--- src/rtl/config_pkg.sv ---
// Shared configuration for the data-bus arbiter: master count, outstanding depth, master ID type.
package config_pkg;
  localparam int NUM_DBUS_MASTERS     = 2;
  localparam int DBUS_MAX_OUTSTANDING = 2;

  typedef logic [$clog2(NUM_DBUS_MASTERS)-1:0] dbus_mid_t;
endpackage

--- src/rtl/dbus_arb_idfifo.sv ---
// In-order ID FIFO recording which master owns each granted-but-unanswered transaction.
module dbus_arb_idfifo #(
  parameter int DEPTH = 2,
  parameter int WIDTH = 1
) (
  input  logic             clk,
  input  logic             rst_n,
  input  logic             push,
  input  logic [WIDTH-1:0] push_id,
  input  logic             pop,
  output logic [WIDTH-1:0] head_id,
  output logic             full,
  output logic             empty
);
  localparam int PW = (DEPTH > 1) ? $clog2(DEPTH) : 1;
  localparam int CW = $clog2(DEPTH + 1);

  logic [WIDTH-1:0] mem [DEPTH];
  logic [PW-1:0]    wr_ptr, rd_ptr;
  logic [CW-1:0]    count;
  logic             do_push, do_pop;

  function automatic logic [PW-1:0] next_ptr(input logic [PW-1:0] p);
    return (p == PW'(DEPTH - 1)) ? '0 : p + 1'b1;
  endfunction

  assign full    = (count == CW'(DEPTH));
  assign empty   = (count == '0);
  assign do_push = push & ~full;
  assign do_pop  = pop & ~empty;
  assign head_id = mem[rd_ptr];

  always_ff @(posedge clk or negedge rst_n) begin
    if (!rst_n) begin
      wr_ptr <= '0;
      rd_ptr <= '0;
      count  <= '0;
    end else begin
      if (do_push) wr_ptr <= next_ptr(wr_ptr);
      if (do_pop)  rd_ptr <= next_ptr(rd_ptr);
      case ({do_push, do_pop})
        2'b10:   count <= count + 1'b1;
        2'b01:   count <= count - 1'b1;
        default: count <= count;
      endcase
    end
  end

  // Storage carries only IDs qualified by count, so it needs no reset.
  always_ff @(posedge clk) begin
    if (do_push) mem[wr_ptr] <= push_id;
  end
endmodule

--- src/rtl/dbus_arbiter.sv ---
// Round-robin OBI data-bus arbiter with in-order response routing.
// Optional stall counter (stall_cnt/stall_clr) enabled by DBUS_ARB_PERF_EN.
module dbus_arbiter
  import config_pkg::*;
#(
  parameter int NUM_MASTERS     = NUM_DBUS_MASTERS,
  parameter int MAX_OUTSTANDING = DBUS_MAX_OUTSTANDING
) (
  input  logic                      clk,
  input  logic                      rst_n,
  input  logic [NUM_MASTERS-1:0]    m_req,
  output logic [NUM_MASTERS-1:0]    m_gnt,
  output logic [NUM_MASTERS-1:0]    m_rvalid,
  input  logic [NUM_MASTERS*32-1:0] m_addr,
  input  logic [NUM_MASTERS-1:0]    m_we,
  input  logic [NUM_MASTERS*4-1:0]  m_be,
  input  logic [NUM_MASTERS*32-1:0] m_wdata,
  output logic [31:0]               m_rdata,
  output logic                      s_req,
  input  logic                      s_gnt,
  input  logic                      s_rvalid,
  output logic [31:0]               s_addr,
  output logic                      s_we,
  output logic [3:0]                s_be,
  output logic [31:0]               s_wdata,
  input  logic [31:0]               s_rdata,
  output logic                      err_o
`ifdef DBUS_ARB_PERF_EN
  ,
  input  logic                      stall_clr,
  output logic [31:0]               stall_cnt
`endif
);
  localparam int IDW = (NUM_MASTERS > 1) ? $clog2(NUM_MASTERS) : 1;

  typedef enum logic {IDLE, HOLD} state_t;

  state_t         state, state_nxt;
  logic [IDW-1:0] rr_ptr, sel_q, sel, win_id, cand, head_id;
  logic           win_valid, req_sel, hs, full, empty, rsp;

  function automatic logic [NUM_MASTERS-1:0] onehot(input logic [IDW-1:0] id);
    return {{(NUM_MASTERS-1){1'b0}}, 1'b1} << id;
  endfunction

  // First requester at or after rr_ptr, circularly.
  always_comb begin
    win_valid = 1'b0;
    win_id    = rr_ptr;
    cand      = rr_ptr;
    for (int i = 0; i < NUM_MASTERS; i++) begin
      cand = IDW'((int'(rr_ptr) + i) % NUM_MASTERS);
      if (!win_valid && m_req[cand]) begin
        win_valid = 1'b1;
        win_id    = cand;
      end
    end
  end

  // HOLD freezes the selection so the address phase stays stable until grant.
  assign sel     = (state == HOLD) ? sel_q : win_id;
  assign req_sel = (state == HOLD) ? m_req[sel_q] : win_valid;
  assign s_req   = req_sel & ~full;
  assign hs      = s_req & s_gnt;
  assign m_gnt   = hs ? onehot(sel) : '0;

  assign s_addr  = m_addr[32*sel +: 32];
  assign s_we    = m_we[sel];
  assign s_be    = m_be[4*sel +: 4];
  assign s_wdata = m_wdata[32*sel +: 32];

  assign rsp      = s_rvalid & ~empty;
  assign m_rvalid = rsp ? onehot(head_id) : '0;
  assign m_rdata  = s_rdata;

  always_comb begin
    state_nxt = state;
    case (state)
      IDLE: if (s_req && !s_gnt) state_nxt = HOLD;
      HOLD: if (hs || !m_req[sel_q]) state_nxt = IDLE;
      default: state_nxt = IDLE;
    endcase
  end

  always_ff @(posedge clk or negedge rst_n) begin
    if (!rst_n) begin
      state  <= IDLE;
      rr_ptr <= '0;
      sel_q  <= '0;
      err_o  <= 1'b0;
    end else begin
      state <= state_nxt;
      if (state == IDLE) sel_q <= sel;
      if (hs) rr_ptr <= (sel == IDW'(NUM_MASTERS - 1)) ? '0 : sel + 1'b1;
      if (s_rvalid && empty) err_o <= 1'b1;
    end
  end

  dbus_arb_idfifo #(
    .DEPTH(MAX_OUTSTANDING),
    .WIDTH(IDW)
  ) u_idfifo (
    .clk     (clk),
    .rst_n   (rst_n),
    .push    (hs),
    .push_id (sel),
    .pop     (rsp),
    .head_id (head_id),
    .full    (full),
    .empty   (empty)
  );

`ifdef DBUS_ARB_PERF_EN
  always_ff @(posedge clk or negedge rst_n) begin
    if (!rst_n)                                 stall_cnt <= '0;
    else if (stall_clr)                         stall_cnt <= '0;
    else if (|m_req && !hs && stall_cnt != '1)  stall_cnt <= stall_cnt + 1'b1;
  end
`endif
endmodule

--- config.mk ---
export PLATFORM = sky130hd
export DESIGN_NAME = dbus_arbiter
export DESIGN_NICKNAME = d
export VERILOG_FILES = /design/src/rtl/config_pkg.sv /design/src/rtl/dbus_arb_idfifo.sv /design/src/rtl/dbus_arbiter.sv
export SDC_FILE = /design/constraint.sdc
export NUM_CORES = 1
export LEC_CHECK = 0
export CORE_AREA = 2 2 110 112
export DETAILED_ROUTE_END_ITERATION = 7
export DIE_AREA = 0 0 112 114
export SLEW_MARGIN = 15
export SYNTH_ARGS = -nofsm -noshare
export SYNTH_HDL_FRONTEND = slang
export SYNTH_SLANG_ARGS = --single-unit
--- constraint.sdc ---
create_clock -name clk -period 2.1 [get_ports clk]
set_input_delay 0.42 -clock clk [delete_from_list [all_inputs] [get_ports clk]]
set_output_delay 0.42 -clock clk [all_outputs]
set_load 0.01 [all_outputs]
* Word level (Yosys, flattened, before mapping) *
Memories as Yosys holds them, arrays and structs flattened.
Index checks and enable logic that the tools add are counted.
Widths: inputs -> output; s select.

cells by class
  add/subtract/negate cells = 6
  $lt $le $gt $ge = 4
  eq/ne operators = 3
  shifts and indexed selects = 5
  multiplexer cells = 24
  bitwise gates (word level) = 8
  reduce and logical (&&, ||, !) cells = 9

operators by type and width
  kind                 number
  $shiftx 64x7->32     2
  $mux 1               20
  $lt 1x2->1 const B   4
  $shiftx 8x4->4       1
  $and 1x1->1          5
  $add 1x1->1 const B  4
  $eq 2x2->1 const B   2
  $mux 2               2
  $pmux 2 s2           1
  $shl 1x1->2 const A  2
  $logic_and 1x1->1    3
  $logic_not 1->1      3
  $not 1->1            3
  $add 2x1->2 const B  1
  $eq 2x1->1 const B   1
  $logic_not 2->1      1
  $pmux 1 s2           1
  $reduce_bool 2->1    1
  $sub 2x1->2 const B  1
  $logic_or 1x1->1     1

word-level totals
  bits in registers = 8
  bits in writable memories = 2
  bits of input ports = 176
  output and inout bits = 107
  logic and storage cells = 67
  memories = 1

memory list
  name          words  bits a word  read ports  clocked after Yosys merged registers in  wr ports  RTL line               text
  u_idfifo.mem  2      1            1           0                                        1         dbus_arb_idfifo.sv:18  logic [WIDTH-1:0] mem [DEPTH];

* Logic depth before layout (Yosys ltp) *
Gate-level depths: netlist of the first run.

  depth in word-level cells = 12
  gate-level depth with buffers = 7
  gate-level depth less buffers = 7

* Hierarchy *
Synthesis of the first run repeated with hierarchy kept, for this count alone.

second synthesis, totals
  cell total of the unflattened synthesis = 157
  area, all modules = 1901.8 um2

by module, submodules not included
  module           instances  cells each  area each (um2)  sequential area each (um2)
  dbus_arbiter     1          136         1634.1           100.1
  dbus_arb_idfifo  1          21          267.8            160.2

* Worst setup path before layout of the first run *
Ideal clock, no wire load.

  kind = input -> output
  start point = input m_req[0]
  end point = output s_addr[10]
  arrival = 1418 ps
  required time = 1680 ps
  path slack = 262 ps
  stages = 6
  path buffers = 2
  cell sequence = inv_1 -> a21oi_1 -> o31a_1 -> buf_6 -> buf_12 -> mux2_4

on the way
  cells in the longest elaborated chain, start to end = 8
  elaborated cells on any way between the ends = 10
  those cells by class = shift (1); mux (7); reduce/logical (2)

RTL lines
  element                                     RTL line            text
  start: declaration                          dbus_arbiter.sv:11  input logic [NUM_MASTERS-1:0] m_req,
  $mux 1 (implied by the code) (2 in series)  dbus_arbiter.sv:53  if (!win_valid && m_req[cand]) begin
  $mux 1                                      dbus_arbiter.sv:53
  $logic_not 1->1                             dbus_arbiter.sv:53
  $logic_and 1x1->1 *                         dbus_arbiter.sv:53
  $mux 1 *                                    dbus_arbiter.sv:53
  $mux 1 *                                    dbus_arbiter.sv:61  assign sel = (state == HOLD) ? sel_q : win_id;
  $shiftx 64x7->32 *                          dbus_arbiter.sv:67  assign s_addr = m_addr[32*sel +: 32];
  end: declaration                            dbus_arbiter.sv:22  output logic [31:0] s_addr,

Mark *: on every way between the ends. The rest lies on a longest branch, timed or not. The select of a mux whose other input is x is not followed.

* Worst setup path in the final report of the first run *
  start point = register state
  end point = output s_addr[29]

on the way
  cells in the longest elaborated chain, start to end = 2

RTL lines
  element                   RTL line            text
  start: declaration        dbus_arbiter.sv:38  state_t state, state_nxt;
  start signal: assignment  dbus_arbiter.sv:92  state <= state_nxt;
  $mux 1                    dbus_arbiter.sv:61
  $shiftx 64x7->32          dbus_arbiter.sv:67

No other way between the ends.

==> results of run 1 <==
per-layer routing:
metal  global-route usage, %  part of all wire, %  up-vias  wire, µm
li1                        -                    -      939         -
met1                   12.75                   38      904      2983
met2                   20.97                   51      142      4075
met3                   3.613                  9.9        4       785
met4                   1.951                 0.95        0        75
met5                       0                    0        -         0
stage by stage:
stage / area, µm² / utilization, % / hold WS (ps) / worst slack (ps) / total power, mW
final: 4393 / 37.51 / 453.6 / -189.8 / 5.455
after detailed placement: 4076 / 34.81 / 451.7 / -847.6 / 4.321
after global placement: 4076 / 34.81 / 441.7 / -839.2 / 4.286
after global routing: 4393 / 37.51 / 466.5 / -235.9 / 5.744
after CTS: 4372 / 37.33 / 458.2 / -220.4 / 5.437
after floorplan: 1902 / - / 124.4 / 261.6 / 2.831
worst max path at each step:
stage	cells after the start	end	slack [ps]
after floorplan	6	s_addr[10]	260
after global placement	7	s_wdata[5]	-840
after detailed placement	7	s_be[0]	-850
after CTS	6	s_addr[29]	-220
after global routing	6	s_addr[30]	-240
final	6	s_addr[29]	-190
kinds of logic (layout without fill, tap and decap cells):
family | count (synthesis) | in the layout | synth area share [%]
AOI/OAI and AO/OA | 7 | 7 | 3.290
xor gates and xnor gates | 5 | 5 | 2.303
adders and majority gates | 1 | 1 | 0.6578
buffers and inverters | 45 | 263 | 21.12
DFF | 10 | 10 | 13.68
muxes | 72 | 72 | 55.72
and+or+nand+nor | 13 | 13 | 3.224
power by group through the flow:
stage	registers, mW	clock network, mW	logic, mW
after floorplan	0.362	0	2.47
after global placement	0.351	0	3.94
after detailed placement	0.355	0	3.97
after CTS	0.357	0.380	4.70
after global routing	0.363	0.391	4.99
final	0.355	0.375	4.73
cells in the mapped netlist (all sizes together):
master   n  area [µm²]
a21o     1       7.510
a21oi    2       10.01
a221oi   1       26.28
and3     1       6.260
buf     40       382.9
dfrtp    8       200.2
edfxtp   2       60.06
ha       1       12.51
inv      5       18.76
mux2    70        1040
mux2i    2       20.02
nand2    3       18.77
nor2     8       30.03
nor2b    1       6.260
o21ai    2       10.01
o31a     1       8.760
xnor2    4       35.03
xor2     1       8.760
final cells by class:
class                      instances  share of cell area (%)
clock buffer                       4                   2.022
sequential                        10                   5.924
inverter                           5                  0.4272
timing repair buffer             254                   58.30
multi-input combinational         98                   29.14
tap                              147                   4.187
flip-flops by register name, indices dropped and copies added, names as in the netlist:
register	flops
rr_ptr	1
state	1
u_idfifo.mem	2
u_idfifo.wr_ptr	1
sel_q	1
u_idfifo.count	2
err_o	1
u_idfifo.rd_ptr	1
repair_timing:
action	4_1_cts	5_1_grt
pin swaps	2	3
gates cloned	4	0
endpoints found under the hold margin	0	0
setup buffers	9	1
resized for setup	355	20
setup endpoints to repair	75	72
==> flow_metrics.py, run 1 <==
metrics = {
    "yosys": {
        "yosys_warnings": 0,
        "syn_inst": 153,
        "syn_area_per_cell_um2": 12.43,
        "ys_types": 23,
        "yosysSeqAreaShare_pct": 13.68,
        "syn-num-nets": 330,
        "ys_seq_elements": 10,
        "synth.cell_area_um2": 1902,
    },
    "die": {
        "die_h_um": 114,
        "die-area_um2": 12770,
        "core_area_um2": 11710,
        "start_util_pct": 16.24,
        "ios": 283,
        "die_x_um": 112,
        "num_rows": 40,
    },
    "timing": {
        "final-setup-viol-count": 69,
        "setup-tns-final_ps": -8379,
        "finClkSkew_ps": 1.554,
        "slew_headroom_pct": 73.84,
        "finalHoldViolations": 0,
        "fin_crit_sh_pct": 109.0,
        "drv_slew": 0,
        "tightest_slew_ps": 391.2,
        "rsz0062_at_grt": "yes",
        "period_needed_ps": 2290,
        "timing.final.ws_setup_ps": -189.8,
        "fmax_ghz": 0.4367,
    },
    "setup_path": {
        "end_kind": "output pin",
        "cp_cell_sequence": "o31a_4, buf_12, buf_12, buf_16, mux2_4, buf_6",
        "startpoint_type": "flip-flop",
        "cpLargestDelayFamily": "buffers and inverters",
        "timing.rr.end": "u_idfifo.count[1]",
        "r2r_start": "sel_q",
        "cp_num_buf_inv": 4,
        "cp.arrival_ps": 1870,
        "r2r_cells": 10,
        "crit_fanout": 8,
        "startpoint": "state",
        "cpMaxStageDelayCell": "dfrtp_1",
        "cp_common_cell": "buf_12",
        "r2r_setup_slack_ps": 100,
        "cpPeakStageDelay_ps": 390,
        "path_class": "flip-flop to output pin",
        "worst_ep_required_time_ps": 1680,
    },
    "routing": {
        "ant_nets": 0,
        "vias": 1989,
        "drt-total-wl_um": 7919,
        "first_pass_iters": 3,
        "drcViolationCount": 0,
        "drt_iter0_markers": 45,
        "via_per_inst": 3.840,
        "wl_per_cell_um": 15.29,
    },
    "pwr": {
        "peakVddDrop_mv": 0.8251,
        "p_leak_nw": 2.071,
        "p_switching_mw": 1.832,
        "p_clk_share_pct": 6.9,
        "power.density_nw_per_um2": 1242,
        "p_seq_share_pct": 6.5,
        "sw_frac_of_total_pct": 33.58,
        "comb_power_share_pct": 86.6,
        "intPower_mw": 3.624,
    },
    "clock_tree": {
        "cts_sinks": 10,
        "cts_made_buffers": 3,
        "cts_tree": "built",
        "cts_hold_buf": 0,
        "clkTransAtPathRegs_ps": 40,
        "htreeDepth": 1,
        "cts-root-buf": "clkbuf_16",
        "clock_path_buffers": 2,
        "clk_latency_ps": 230,
    },
    "final_layout": {
        "seq_area_um2": 260.3,
        "drive_gt1_share_pct": 52.29,
        "fill_cells": 1149,
        "final_cell_mix": "clkdlybuf4s50_1 (142), mux2_4 (69), buf_6 (53), buf_2 (26), buf_4 (20)",
        "final_common_cell": "clkdlybuf4s50_1",
        "diodes": 0,
        "fin_nets": 549,
        "multiInputGateArea_um2": 1280,
        "stdcell_count": 518,
        "area_growth_pct": 131.0,
    },
    "worst_hold_path": {
        "min_to": "err_o",
        "hold_depth": 1,
        "hold_path.class": "flip-flop to flip-flop",
        "hp-start": "err_o",
    },
    "flow_run": {
        "drv_cap": 0,
    },
    "run_status": {
        "violations": "negative setup slack",
        "outcome": "complete, but fails checks",
    },
    "placed_design": {
        "dp.cells": 500,
        "routabilityCongestion": 0.7360,
        "io_buffers": 218,
        "dpl.hpwl_um": 6369,
    },
    "global_routing": {
        "grt_max_degree": 12,
        "gr-total-overflow": 0,
        "grt_pass1_wl_um": 11370,
        "grtUsageTotal_pct": 11.25,
        "grt_pass1_vias": 2124,
        "antenna_found_initial": 0,
    },
}
Note: power is estimated with default switching activity, not from simulation.
==> inputs of run 2 (changes only) <==
--- a/config.mk
+++ b/config.mk
@@ -8,6 +8,7 @@
 export CORE_AREA = 2 2 110 112
 export DETAILED_ROUTE_END_ITERATION = 7
 export DIE_AREA = 0 0 112 114
+export GPL_ROUTABILITY_DRIVEN = 1
 export SLEW_MARGIN = 15
 export SYNTH_ARGS = -nofsm -noshare
 export SYNTH_HDL_FRONTEND = slang
==> results of run 2 <==
The final DEF is identical to that of run 1; final timing and power are the same.
==> inputs of run 3 (changes only) <==
--- a/config.mk
+++ b/config.mk
@@ -9,6 +9,7 @@
 export DETAILED_ROUTE_END_ITERATION = 7
 export DIE_AREA = 0 0 112 114
 export GPL_ROUTABILITY_DRIVEN = 1
+export HOLD_SLACK_MARGIN = 0.02
 export SLEW_MARGIN = 15
 export SYNTH_ARGS = -nofsm -noshare
 export SYNTH_HDL_FRONTEND = slang
==> results of run 3 <==
The final DEF is identical to that of run 1; final timing and power are the same.
